**config.mk**
```make
export PLATFORM = sky130hd
export DESIGN_NAME = usb_phy_rx
export DESIGN_NICKNAME = d
export VERILOG_FILES = /design/src/rtl/usb_phy_pkg.sv /design/src/rtl/usb_rx_dpll.sv /design/src/rtl/usb_phy_rx.sv
export SDC_FILE = /design/constraint.sdc
export NUM_CORES = 1
export LEC_CHECK = 0
export ABC_AREA = 1
export CORE_ASPECT_RATIO = 0.6
export CORE_MARGIN = 2
export CORE_UTILIZATION = 35
export DETAILED_ROUTE_END_ITERATION = 6
export PLACE_DENSITY = 0.54
export SETUP_SLACK_MARGIN = 0.15
export SLEW_MARGIN = 40
export SYNTH_ARGS = -nofsm -noshare
export SYNTH_HDL_FRONTEND = slang
export SYNTH_SLANG_ARGS = --single-unit
```
**constraint.sdc**
```tcl
create_clock -name clk_i -period 6.13 [get_ports clk_i]
set_clock_uncertainty 0.2 [all_clocks]
set_input_delay 1.226 -clock clk_i [delete_from_list [all_inputs] [get_ports clk_i]]
set_output_delay 1.226 -clock clk_i [all_outputs]
set_load 0.02 [all_outputs]
```
**src/rtl/usb_phy_pkg.sv**
```systemverilog
// Shared encodings for the oversampling USB full-speed receive front end.
package usb_phy_pkg;

    localparam logic [1:0] LS_SE0 = 2'b00;
    localparam logic [1:0] LS_K   = 2'b01;
    localparam logic [1:0] LS_J   = 2'b10;

    typedef enum logic [2:0] {
        ST_IDLE = 3'd0,
        ST_SYNC = 3'd1,
        ST_DATA = 3'd2,
        ST_EOP  = 3'd3,
        ST_ERR  = 3'd4
    } rx_state_e;

    localparam logic [1:0] ERR_NONE  = 2'b00;
    localparam logic [1:0] ERR_STUFF = 2'b01;
    localparam logic [1:0] ERR_EOP   = 2'b10;

    localparam logic [7:0] SYNC_PATTERN = 8'b1000_0000;
    localparam logic [4:0] SYNC_TIMEOUT = 5'd16;

    // SE1 is folded into SE0 so downstream logic only ever sees J, K or SE0.
    function automatic logic [1:0] decode_line(input logic dp, input logic dn);
        logic [1:0] ls;
        case ({dp, dn})
            2'b10:   ls = LS_J;
            2'b01:   ls = LS_K;
            default: ls = LS_SE0;
        endcase
        return ls;
    endfunction

endpackage

```
**src/rtl/usb_rx_dpll.sv**
```systemverilog
// Synchronises D+/D-, decodes the line state and recovers the bit sampling point.
module usb_rx_dpll #(
    parameter int OVERSAMPLE = 4
) (
    input  logic       clk_i,
    input  logic       rst_i,
    input  logic       dp_i,
    input  logic       dn_i,
    output logic       sample_stb,
    output logic [1:0] line_state
);
    import usb_phy_pkg::*;

    localparam int              PH_W      = $clog2(OVERSAMPLE);
    localparam logic [PH_W-1:0] PH_LAST   = PH_W'(OVERSAMPLE - 1);
    localparam logic [PH_W-1:0] PH_SAMPLE = PH_W'(OVERSAMPLE / 2 - 1);

    logic [1:0]      meta_q;
    logic [1:0]      sync_q;
    logic [1:0]      ls_prev_q;
    logic [1:0]      ls_prev_d;
    logic [PH_W-1:0] phase_q;
    logic [PH_W-1:0] phase_d;
    logic [1:0]      ls_s;

    // Phase counter restarts on every edge so the sample lands mid-bit.
    always_comb begin
        ls_s      = decode_line(sync_q[1], sync_q[0]);
        ls_prev_d = ls_s;
        if (ls_s != ls_prev_q) begin
            phase_d = '0;
        end else if (phase_q == PH_LAST) begin
            phase_d = '0;
        end else begin
            phase_d = phase_q + PH_W'(1);
        end
    end

    // Synchroniser resets to the idle J level so reset release is not seen as an edge.
    always_ff @(posedge clk_i or posedge rst_i) begin
        if (rst_i) begin
            meta_q    <= 2'b10;
            sync_q    <= 2'b10;
            ls_prev_q <= LS_J;
            phase_q   <= '0;
        end else begin
            meta_q    <= {dp_i, dn_i};
            sync_q    <= meta_q;
            ls_prev_q <= ls_prev_d;
            phase_q   <= phase_d;
        end
    end

    assign sample_stb = (phase_q == PH_SAMPLE);
    assign line_state = ls_s;

endmodule

```
**src/rtl/usb_phy_rx.sv**
```systemverilog
// USB 1.1 full-speed receive front end: NRZI decode, unstuffing, SYNC/EOP framing
// and byte assembly on top of the oversampling DPLL.
module usb_phy_rx
    import usb_phy_pkg::*;
#(
    parameter int OVERSAMPLE = 4,
    parameter int BYTE_W     = 8,
    parameter int CNT_W      = 10,
    parameter int STUFF_LEN  = 6
) (
    input  logic              clk_i,
    input  logic              rst_i,
    input  logic              rx_en_i,
    input  logic              dp_i,
    input  logic              dn_i,
    output logic [BYTE_W-1:0] byte_o,
    output logic              byte_valid_o,
    output logic              pkt_active_o,
    output logic              eop_o,
    output logic              err_o,
    output logic [1:0]        err_code_o,
    output logic [CNT_W-1:0]  byte_cnt_o
);

    localparam int              BC_W      = $clog2(BYTE_W + 1);
    localparam int              OC_W      = $clog2(STUFF_LEN + 1);
    localparam logic [BC_W-1:0] BIT_LAST  = BC_W'(BYTE_W - 1);
    localparam logic [OC_W-1:0] ONES_MAX  = OC_W'(STUFF_LEN);

    logic       sample_stb_s;
    logic [1:0] line_state_s;
    logic       dec_bit_s;
    logic       is_se0_s;

    rx_state_e         state_q,      state_d;
    logic [1:0]        prev_ls_q,    prev_ls_d;
    logic [OC_W-1:0]   ones_q,       ones_d;
    logic [7:0]        sync_win_q,   sync_win_d;
    logic [4:0]        sync_cnt_q,   sync_cnt_d;
    logic [BYTE_W-1:0] shift_q,      shift_d;
    logic [BC_W-1:0]   bit_cnt_q,    bit_cnt_d;
    logic              se0_seen_q,   se0_seen_d;
    logic [BYTE_W-1:0] byte_q,       byte_d;
    logic              byte_valid_q, byte_valid_d;
    logic              pkt_active_q, pkt_active_d;
    logic              eop_q,        eop_d;
    logic              err_q,        err_d;
    logic [1:0]        err_code_q,   err_code_d;
    logic [CNT_W-1:0]  byte_cnt_q,   byte_cnt_d;

    usb_rx_dpll #(
        .OVERSAMPLE(OVERSAMPLE)
    ) u_dpll (
        .clk_i      (clk_i),
        .rst_i      (rst_i),
        .dp_i       (dp_i),
        .dn_i       (dn_i),
        .sample_stb (sample_stb_s),
        .line_state (line_state_s)
    );

    // Next-state logic: everything advances only on a sample strobe.
    always_comb begin
        state_d      = state_q;
        prev_ls_d    = prev_ls_q;
        ones_d       = ones_q;
        sync_win_d   = sync_win_q;
        sync_cnt_d   = sync_cnt_q;
        shift_d      = shift_q;
        bit_cnt_d    = bit_cnt_q;
        se0_seen_d   = se0_seen_q;
        byte_d       = byte_q;
        byte_valid_d = 1'b0;
        pkt_active_d = pkt_active_q;
        eop_d        = 1'b0;
        err_d        = 1'b0;
        err_code_d   = err_code_q;
        byte_cnt_d   = byte_cnt_q;

        is_se0_s  = (line_state_s == LS_SE0);
        dec_bit_s = (line_state_s == prev_ls_q);

        // SE0 is not a bit, so it never becomes the NRZI reference.
        if (sample_stb_s && !is_se0_s) begin
            prev_ls_d = line_state_s;
        end else begin
            prev_ls_d = prev_ls_q;
        end

        if (!rx_en_i) begin
            state_d      = ST_IDLE;
            pkt_active_d = 1'b0;
        end else if (sample_stb_s) begin
            case (state_q)
                ST_IDLE: begin
                    if (line_state_s == LS_K) begin
                        state_d    = ST_SYNC;
                        byte_cnt_d = '0;
                        // Pre-filled ones keep the window from matching before 8 real bits.
                        sync_win_d = {dec_bit_s, 7'h7F};
                        sync_cnt_d = 5'd1;
                    end else begin
                        state_d = ST_IDLE;
                    end
                end
                ST_SYNC: begin
                    if (is_se0_s) begin
                        state_d = ST_IDLE;
                    end else begin
                        sync_win_d = {dec_bit_s, sync_win_q[7:1]};
                        if ({dec_bit_s, sync_win_q[7:1]} == SYNC_PATTERN) begin
                            state_d      = ST_DATA;
                            pkt_active_d = 1'b1;
                            ones_d       = '0;
                            bit_cnt_d    = '0;
                        end else if (sync_cnt_q == SYNC_TIMEOUT - 5'd1) begin
                            state_d = ST_IDLE;
                        end else begin
                            sync_cnt_d = sync_cnt_q + 5'd1;
                        end
                    end
                end
                ST_DATA: begin
                    if (is_se0_s) begin
                        state_d = ST_EOP;
                        if (bit_cnt_q != '0) begin
                            err_d      = 1'b1;
                            err_code_d = ERR_EOP;
                        end else begin
                            err_d = 1'b0;
                        end
                    end else if (ones_q == ONES_MAX) begin
                        if (dec_bit_s) begin
                            state_d      = ST_ERR;
                            err_d        = 1'b1;
                            err_code_d   = ERR_STUFF;
                            pkt_active_d = 1'b0;
                            se0_seen_d   = 1'b0;
                        end else begin
                            ones_d = '0;
                        end
                    end else begin
                        shift_d = {dec_bit_s, shift_q[BYTE_W-1:1]};
                        ones_d  = dec_bit_s ? ones_q + OC_W'(1) : '0;
                        if (bit_cnt_q == BIT_LAST) begin
                            bit_cnt_d    = '0;
                            byte_d       = {dec_bit_s, shift_q[BYTE_W-1:1]};
                            byte_valid_d = 1'b1;
                            if (byte_cnt_q != {CNT_W{1'b1}}) begin
                                byte_cnt_d = byte_cnt_q + CNT_W'(1);
                            end else begin
                                byte_cnt_d = byte_cnt_q;
                            end
                        end else begin
                            bit_cnt_d = bit_cnt_q + BC_W'(1);
                        end
                    end
                end
                ST_EOP: begin
                    if (line_state_s == LS_J) begin
                        state_d      = ST_IDLE;
                        eop_d        = 1'b1;
                        pkt_active_d = 1'b0;
                    end else begin
                        state_d = ST_EOP;
                    end
                end
                ST_ERR: begin
                    if (is_se0_s) begin
                        se0_seen_d = 1'b1;
                    end else if (se0_seen_q && (line_state_s == LS_J)) begin
                        state_d    = ST_IDLE;
                        se0_seen_d = 1'b0;
                    end else begin
                        state_d = ST_ERR;
                    end
                end
                default: begin
                    state_d      = ST_IDLE;
                    pkt_active_d = 1'b0;
                end
            endcase
        end else begin
            state_d = state_q;
        end
    end

    // State and registered outputs.
    always_ff @(posedge clk_i or posedge rst_i) begin
        if (rst_i) begin
            state_q      <= ST_IDLE;
            prev_ls_q    <= LS_J;
            ones_q       <= '0;
            sync_win_q   <= '0;
            sync_cnt_q   <= '0;
            shift_q      <= '0;
            bit_cnt_q    <= '0;
            se0_seen_q   <= 1'b0;
            byte_q       <= '0;
            byte_valid_q <= 1'b0;
            pkt_active_q <= 1'b0;
            eop_q        <= 1'b0;
            err_q        <= 1'b0;
            err_code_q   <= ERR_NONE;
            byte_cnt_q   <= '0;
        end else begin
            state_q      <= state_d;
            prev_ls_q    <= prev_ls_d;
            ones_q       <= ones_d;
            sync_win_q   <= sync_win_d;
            sync_cnt_q   <= sync_cnt_d;
            shift_q      <= shift_d;
            bit_cnt_q    <= bit_cnt_d;
            se0_seen_q   <= se0_seen_d;
            byte_q       <= byte_d;
            byte_valid_q <= byte_valid_d;
            pkt_active_q <= pkt_active_d;
            eop_q        <= eop_d;
            err_q        <= err_d;
            err_code_q   <= err_code_d;
            byte_cnt_q   <= byte_cnt_d;
        end
    end

    assign byte_o       = byte_q;
    assign byte_valid_o = byte_valid_q;
    assign pkt_active_o = pkt_active_q;
    assign eop_o        = eop_q;
    assign err_o        = err_q;
    assign err_code_o   = err_code_q;
    assign byte_cnt_o   = byte_cnt_q;

endmodule

```
==> summary.md, run 1 <==
- **run status** completed
- **core outline area** 9160 um2
- **vias in the first global route** 2401
- **slew at the pin closest to its max-slew limit** 0.540 ns
- **net switching power figure** 0.297 mW
- **hold path startpoint** u_dpll.meta_q[0]
- **Avg Vias per Cell** 4.51
- **R2R depth** 8
- **number of port buffers** 28
- **endpoint arrival time on the critical path** 2.98 ns
- **total number of nets in the final design** 454
- **number of DRC markers in iteration 0** 180
- **number of filler instances in the final layout** 925
- **height of the chip** 79.0 um
- **Clk pwr share** 45.7%
- **# IOs** 29
- **number of warnings printed during yosys synthesis** 0
- **register clock-pin slew on the reported worst setup and hold paths** 0.06 ns
- **Antenna Nets Post-Route** 0
- **flip-flop and latch count after synthesis** 64
- **final number of hold-violating endpoints** 0
- **pin count of the biggest net entering global routing** 37
- **Worst R2R Setup Slack** 3.83 ns
- **most frequent standard cell in the layout excluding fill and tap cells** sky130_fd_sc_hd__nand2_1
- **worst hold slack after final layout** 0.147 ns
- **commonest cells after routing, fill and taps aside** sky130_fd_sc_hd__nand2_1 (132), sky130_fd_sc_hd__dfrtp_1 (60), sky130_fd_sc_hd__nor2_1 (39)
- **DP Worst Slack** 2.78 ns
- **internal cell power** 0.846 mW
- **Netlist cell types** 33
- **number of max-slew violations in the final report** 0
- **Net Sw Frac** 26.0%
- **Mapped Avg Cell Area** 8.16 um2
- **Setup Total Neg Slack** 0 ns
- **overall die width** 129 um
- **worst hold stages** 0
- **area of the mapped netlist** 3280 um2
- **proportion of synthesized chip area in sequential cells** 49.0%
- **placed cell area** 3720 um2
- **maximum ir drop on the vdd rail** 0.125 mV
- **Req. time, crit path** 6.13 ns
- **RR Endpoint** byte_cnt_o[0]
- **number of nets in the synthesized netlist** 418
- **critical path launch point type** input port
- **Slew headroom** 63.9%
- **share of cells above drive strength 1** 11.1%
- **buffer cell driving the clock tree root** sky130_fd_sc_hd__clkbuf_16
- **worst-path fanout max** 15
- **total chip power** 1.14 mW
- **path type of the worst min-delay path** register to register
- **final worst path period share** 48.6%
- **DRC errors left** 0
- **Worst Setup End Kind** register
- **number of diodes** 0
- **end point of the worst hold path** u_dpll.sync_q[0]
- **DP HPWL** 4880 um
- **Final Wtd Congestion** 0.834
- **total CTS buffers** 9
- **wire length of the first global-routing pass** 11700 um
- **Finished Layout Cells** 573
- **portion of total power attributed to combinational logic** 11.5%
- **overflow left after global routing** 0
- **Static Leak** 1.83 nW
- **global routing usage summed across all routing layers** 15.0%
- **layout-stage area growth over the synthesis result** 22.9%
- **postcts setup bufs** 0
- **sequential share of power** 42.8%
- **count of max-cap constraint violations** 0
- **total wire length** 6880 um
- **starting utilization of the core area** 35.8%
- **power per cell area** 283 nW/um2
- **number of clock sinks** 64
- **deepest clock path buffer count** 2
- **Max Clock Freq** 335 MHz
- **post-cts resize count** 0
- **source-to-sink clock delay at the later pin of the worst-skew pair** 0.33 ns
- **post-route minimum period** 2.98 ns
- **Setup WS post-layout** 3.15 ns
- **kind of critical path** input port to register
- **total setup violations reported at the end of the flow** 0
- **Post-Layout Inst Area** 4030 um2
- **synthesized instance count** 402
- **CTS H-tree depth** 3
- **TritonCTS clock tree** done
- **reg2reg start** u_dpll.sync_q[1]
- **total of hold buffers inserted after clock tree synthesis** 0
- **Finished Core Util** 44.0%
- **Initial DRT Pass Iterations** 4
- **average wire per cell in the routed design** 12.0 um
- **RSZ-0062 raised after global routing** false
- **number of vias after detailed routing** 2587
- **antenna violations before repair** 0
- **Placed Cells incl. Taps** 557
- **Site Rows** 27
- **overall die area** 10200 um2
critical path: stages:
cell and delay (ns):
sky130_fd_sc_hd__clkdlybuf4s50_1 0.55, sky130_fd_sc_hd__nand2_1 0.24, sky130_fd_sc_hd__nor3_2 0.27, sky130_fd_sc_hd__nand3_1 0.43, sky130_fd_sc_hd__nand2_1 0.18, sky130_fd_sc_hd__o21ai_1 0.08
routing by layer:
metal / share of wire (%) / track usage (%) / vias to the layer above
met5: 0 / 0 / -
met4: 1.2 / 5.33 / 0
met3: 5.6 / 5.12 / 9
met2: 38 / 19.6 / 54
met1: 55 / 22.6 / 1173
li1: - / - / 1351
synth_stat cells, drive strengths merged:
| cell | n | area (um2) |
|---|---|---|
| inv | 39 | 149 |
| nor3 | 10 | 77.6 |
| xnor2 | 5 | 43.8 |
| nor3b | 1 | 7.51 |
| clkbuf | 4 | 15.0 |
| xor2 | 5 | 43.8 |
| o21a | 3 | 22.5 |
| o21ai | 34 | 170 |
| nand3b | 1 | 7.51 |
| a21oi | 6 | 41.3 |
| dfstp | 4 | 105 |
| dfrtp | 60 | 1500 |
| ha | 11 | 138 |
| buf | 1 | 11.3 |
| nand3 | 29 | 163 |
| nand4 | 3 | 18.8 |
| nor2 | 44 | 201 |
| or2 | 5 | 31.3 |
| nand2 | 136 | 526 |
| o21bai | 1 | 7.51 |
worst max path at each step:
stage | from | end | slack (ns) | depth (start not counted)
2_1_floorplan | rst_i | bit_cnt_q[0] | 3.11 | 1
3_3_place_gp | rx_en_i | byte_o[2] | 2.89 | 6
3_5_place_dp | rx_en_i | byte_o[1] | 2.78 | 6
4_1_cts | rx_en_i | byte_o[1] | 3.12 | 6
5_1_grt | rx_en_i | byte_o[1] | 2.91 | 6
6_report | rx_en_i | byte_o[1] | 3.15 | 6
power groups by stage:
stage | Sequential [mW] | Combinational [mW] | Clock (mW)
6_report | 0.489 | 0.131 | 0.522
5_1_grt | 0.495 | 0.152 | 0.555
4_1_cts | 0.490 | 0.134 | 0.535
3_5_place_dp | 0.496 | 0.134 | 0
3_3_place_gp | 0.496 | 0.130 | 0
2_1_floorplan | 0.490 | 0.102 | 0
state kept, by name, indices dropped and copies added, names as in the netlist, 2 cells and up:
register          cells
prev_ls_q             2
u_dpll.sync_q         2
sync_cnt_q            5
u_dpll.phase_q        2
byte_cnt_o           10
state_q               3
bit_cnt_q             4
sync_win_q            7
shift_q               7
byte_o                8
err_code_o            2
ones_q                3
u_dpll.ls_prev_q      2
u_dpll.meta_q         2
layout make-up:
| cell class | instances | area (um2) | share of cell area (%) |
|---|---|---|---|
| Inverter | 39 | 149 | 3.69 |
| Multi-Input combinational cell | 294 | 1500 | 37.2 |
| Timing Repair Buffer | 30 | 308 | 7.63 |
| Clock buffer | 11 | 253 | 6.27 |
| Clock inverter | 5 | 55.1 | 1.37 |
| Tap cell | 130 | 163 | 4.03 |
| Sequential cell | 64 | 1610 | 39.8 |
kinds of logic (layout without fill, tap and decap cells):
| group | after synthesis | in the layout | synth area share (%) |
|---|---|---|---|
| compound gates | 44 | 44 | 7.36 |
| xor+xnor | 10 | 10 | 2.67 |
| fa+ha+maj | 11 | 11 | 4.20 |
| buf+inv | 44 | 85 | 5.34 |
| flops | 64 | 64 | 49.0 |
| simple gates | 229 | 229 | 31.5 |
Note: power is estimated with default switching activity, not from simulation.
==> run 2: changes to the inputs <==
PLACE_DENSITY = 0.56   (was 0.54)
clock period = 2.39 ns   (was 6.13 ns; I/O delays follow)
==> summary.md, run 2 (synthesis gave the netlist of run 1 again) <==
- **maximum ir drop on the vdd rail** 0.320 mV
- **slew at the pin closest to its max-slew limit** 0.425 ns
- **number of vias after detailed routing** 2688
- **TritonCTS clock tree** done
- **worst-path fanout max** 6
- **Max Clock Freq** 470 MHz
- **Static Leak** 1.88 nW
- **worst hold stages** 0
- **total wire length** 7100 um
- **buffer cell driving the clock tree root** sky130_fd_sc_hd__clkbuf_16
- **global routing usage summed across all routing layers** 15.2%
- **overflow left after global routing** 0
- **Finished Layout Cells** 586
- **total number of nets in the final design** 467
- **biggest cell delay along the critical path** 0.66 ns
- **number of clock sinks** 64
- **height of the chip** 79.0 um
- **path type of the worst min-delay path** register to register
- **Req. time, crit path** 1.71 ns
- **antenna violations before repair** 0
- **pin count of the biggest net entering global routing** 34
- **critical path launch point type** register
- **R2R depth** 8
- **vias in the first global route** 2433
- **Slew headroom** 71.7%
- **endpoint arrival time on the critical path** 1.45 ns
- **commonest cells after routing, fill and taps aside** sky130_fd_sc_hd__nand2_1 (131), sky130_fd_sc_hd__dfrtp_1 (60), sky130_fd_sc_hd__nor2_1 (39)
- **number of DRC markers in iteration 0** 188
- **core outline area** 9160 um2
- **number of max-slew violations in the final report** 0
- **Site Rows** 27
- **Placed Cells incl. Taps** 567
- **Largest register FFs** 10
- **final worst path period share** 88.9%
- **wire length of the first global-routing pass** 11800 um
- **source-to-sink clock delay at the later pin of the worst-skew pair** 0.33 ns
- **Final Wtd Congestion** 0.905
- **run status** completed
- **layout-stage area growth over the synthesis result** 25.7%
- **share of cells above drive strength 1** 14.0%
- **Initial DRT Pass Iterations** 5
- **CP max-delay cell** sky130_fd_sc_hd__clkdlybuf4s50_1
- **Worst Setup End Kind** output pin
- **average wire per cell in the routed design** 12.1 um
- **Buf/Inv on CP** 1
- **starting utilization of the core area** 35.8%
- **deepest clock path buffer count** 2
- **Setup Total Neg Slack** 0 ns
- **total setup violations reported at the end of the flow** 0
- **hold path startpoint** u_dpll.meta_q[0]
- **DP HPWL** 5160 um
- **count of max-cap constraint violations** 0
- **post-route minimum period** 2.13 ns
- **number of gates on the worst path with buffers counted** 1
- **number of port buffers** 28
- **register clock-pin slew on the reported worst setup and hold paths** 0.05 ns
- **Avg Vias per Cell** 4.59
- **final number of hold-violating endpoints** 0
- **power per cell area** 715 nW/um2
- **reg2reg start** u_dpll.sync_q[1]
- **kind of cell adding the most delay to the critical path** buffers and inverters
- **Antenna Nets Post-Route** 0
- **overall die width** 129 um
- **number of diodes** 0
- **kind of critical path** register to output pin
- **CTS H-tree depth** 3
- **Worst R2R Setup Slack** 0.35 ns
- **RR Endpoint** byte_cnt_o[0]
- **overall die area** 10200 um2
- **end point of the worst hold path** u_dpll.sync_q[0]
- **most frequent standard cell in the layout excluding fill and tap cells** sky130_fd_sc_hd__nand2_1
- **# IOs** 29
- **total of hold buffers inserted after clock tree synthesis** 0
- **cells along the critical path** clkdlybuf4s50_1
- **DRC errors left** 0
- **RSZ-0062 raised after global routing** true
- **total CTS buffers** 9
run 2: worst max-delay path by stage:
stage                startpoint       endpoint  slack, ns
5_1_grt        u_dpll.sync_q[0]     state_q[1]       0.12
3_3_place_gp            rx_en_i  byte_cnt_o[9]       0.13
4_1_cts        u_dpll.sync_q[1]     state_q[1]       0.20
3_5_place_dp            rx_en_i  byte_cnt_o[8]        0.1
6_report          byte_cnt_o[6]  byte_cnt_o[6]       0.26
2_1_floorplan  u_dpll.sync_q[1]  byte_cnt_o[0]       0.35
run 2: final cells by class:
cell class | count | area [um2]
Sequential cell | 64 | 1610
Inverter | 39 | 153
Multi-Input combinational cell | 294 | 1510
Clock inverter | 5 | 56.3
Timing Repair Buffer | 43 | 393
Tap cell | 130 | 163
Fill cell | 918 | 5030
Clock buffer | 11 | 243
run 2: where the power goes:
| group | switching (mW) | internal (mW) |
|---|---|---|
| Combinational | 0.235 | 0.156 |
| Clock | 0.470 | 0.833 |
| Sequential | 0.0674 | 1.19 |
run 2: metal layers:
layer	GRT usage [%]	wire length (um)	part of all wire, %	vias to the layer above
li1	-	-	-	1387
met1	23.1	3810	54	1227
met2	19.7	2770	39	67
met3	4.72	407	5.7	7
met4	6.20	112	1.6	0
met5	0	0	0	-
run 2: per-stage QoR:
step | hold WS (ns) | utilization, % | area [um2] | setup WS, ns | total power [mW]
after CTS | 0.153 | 44.7 | 4090 | 0.199 | 2.97
final | 0.149 | 45.0 | 4120 | 0.264 | 2.95
after global placement | 0.138 | 41.4 | 3790 | 0.129 | 1.63
after detailed placement | 0.142 | 41.4 | 3790 | 0.0999 | 1.64
after global routing | 0.164 | 45.0 | 4120 | 0.123 | 3.10
after floorplan | 0.131 | - | 3280 | 0.349 | 1.52
run 2: timing repair:
action                                  in CTS  in global routing
setup buffers                                0                  3
gates resized for setup                      0                  3
endpoints found under the setup margin       0                 14
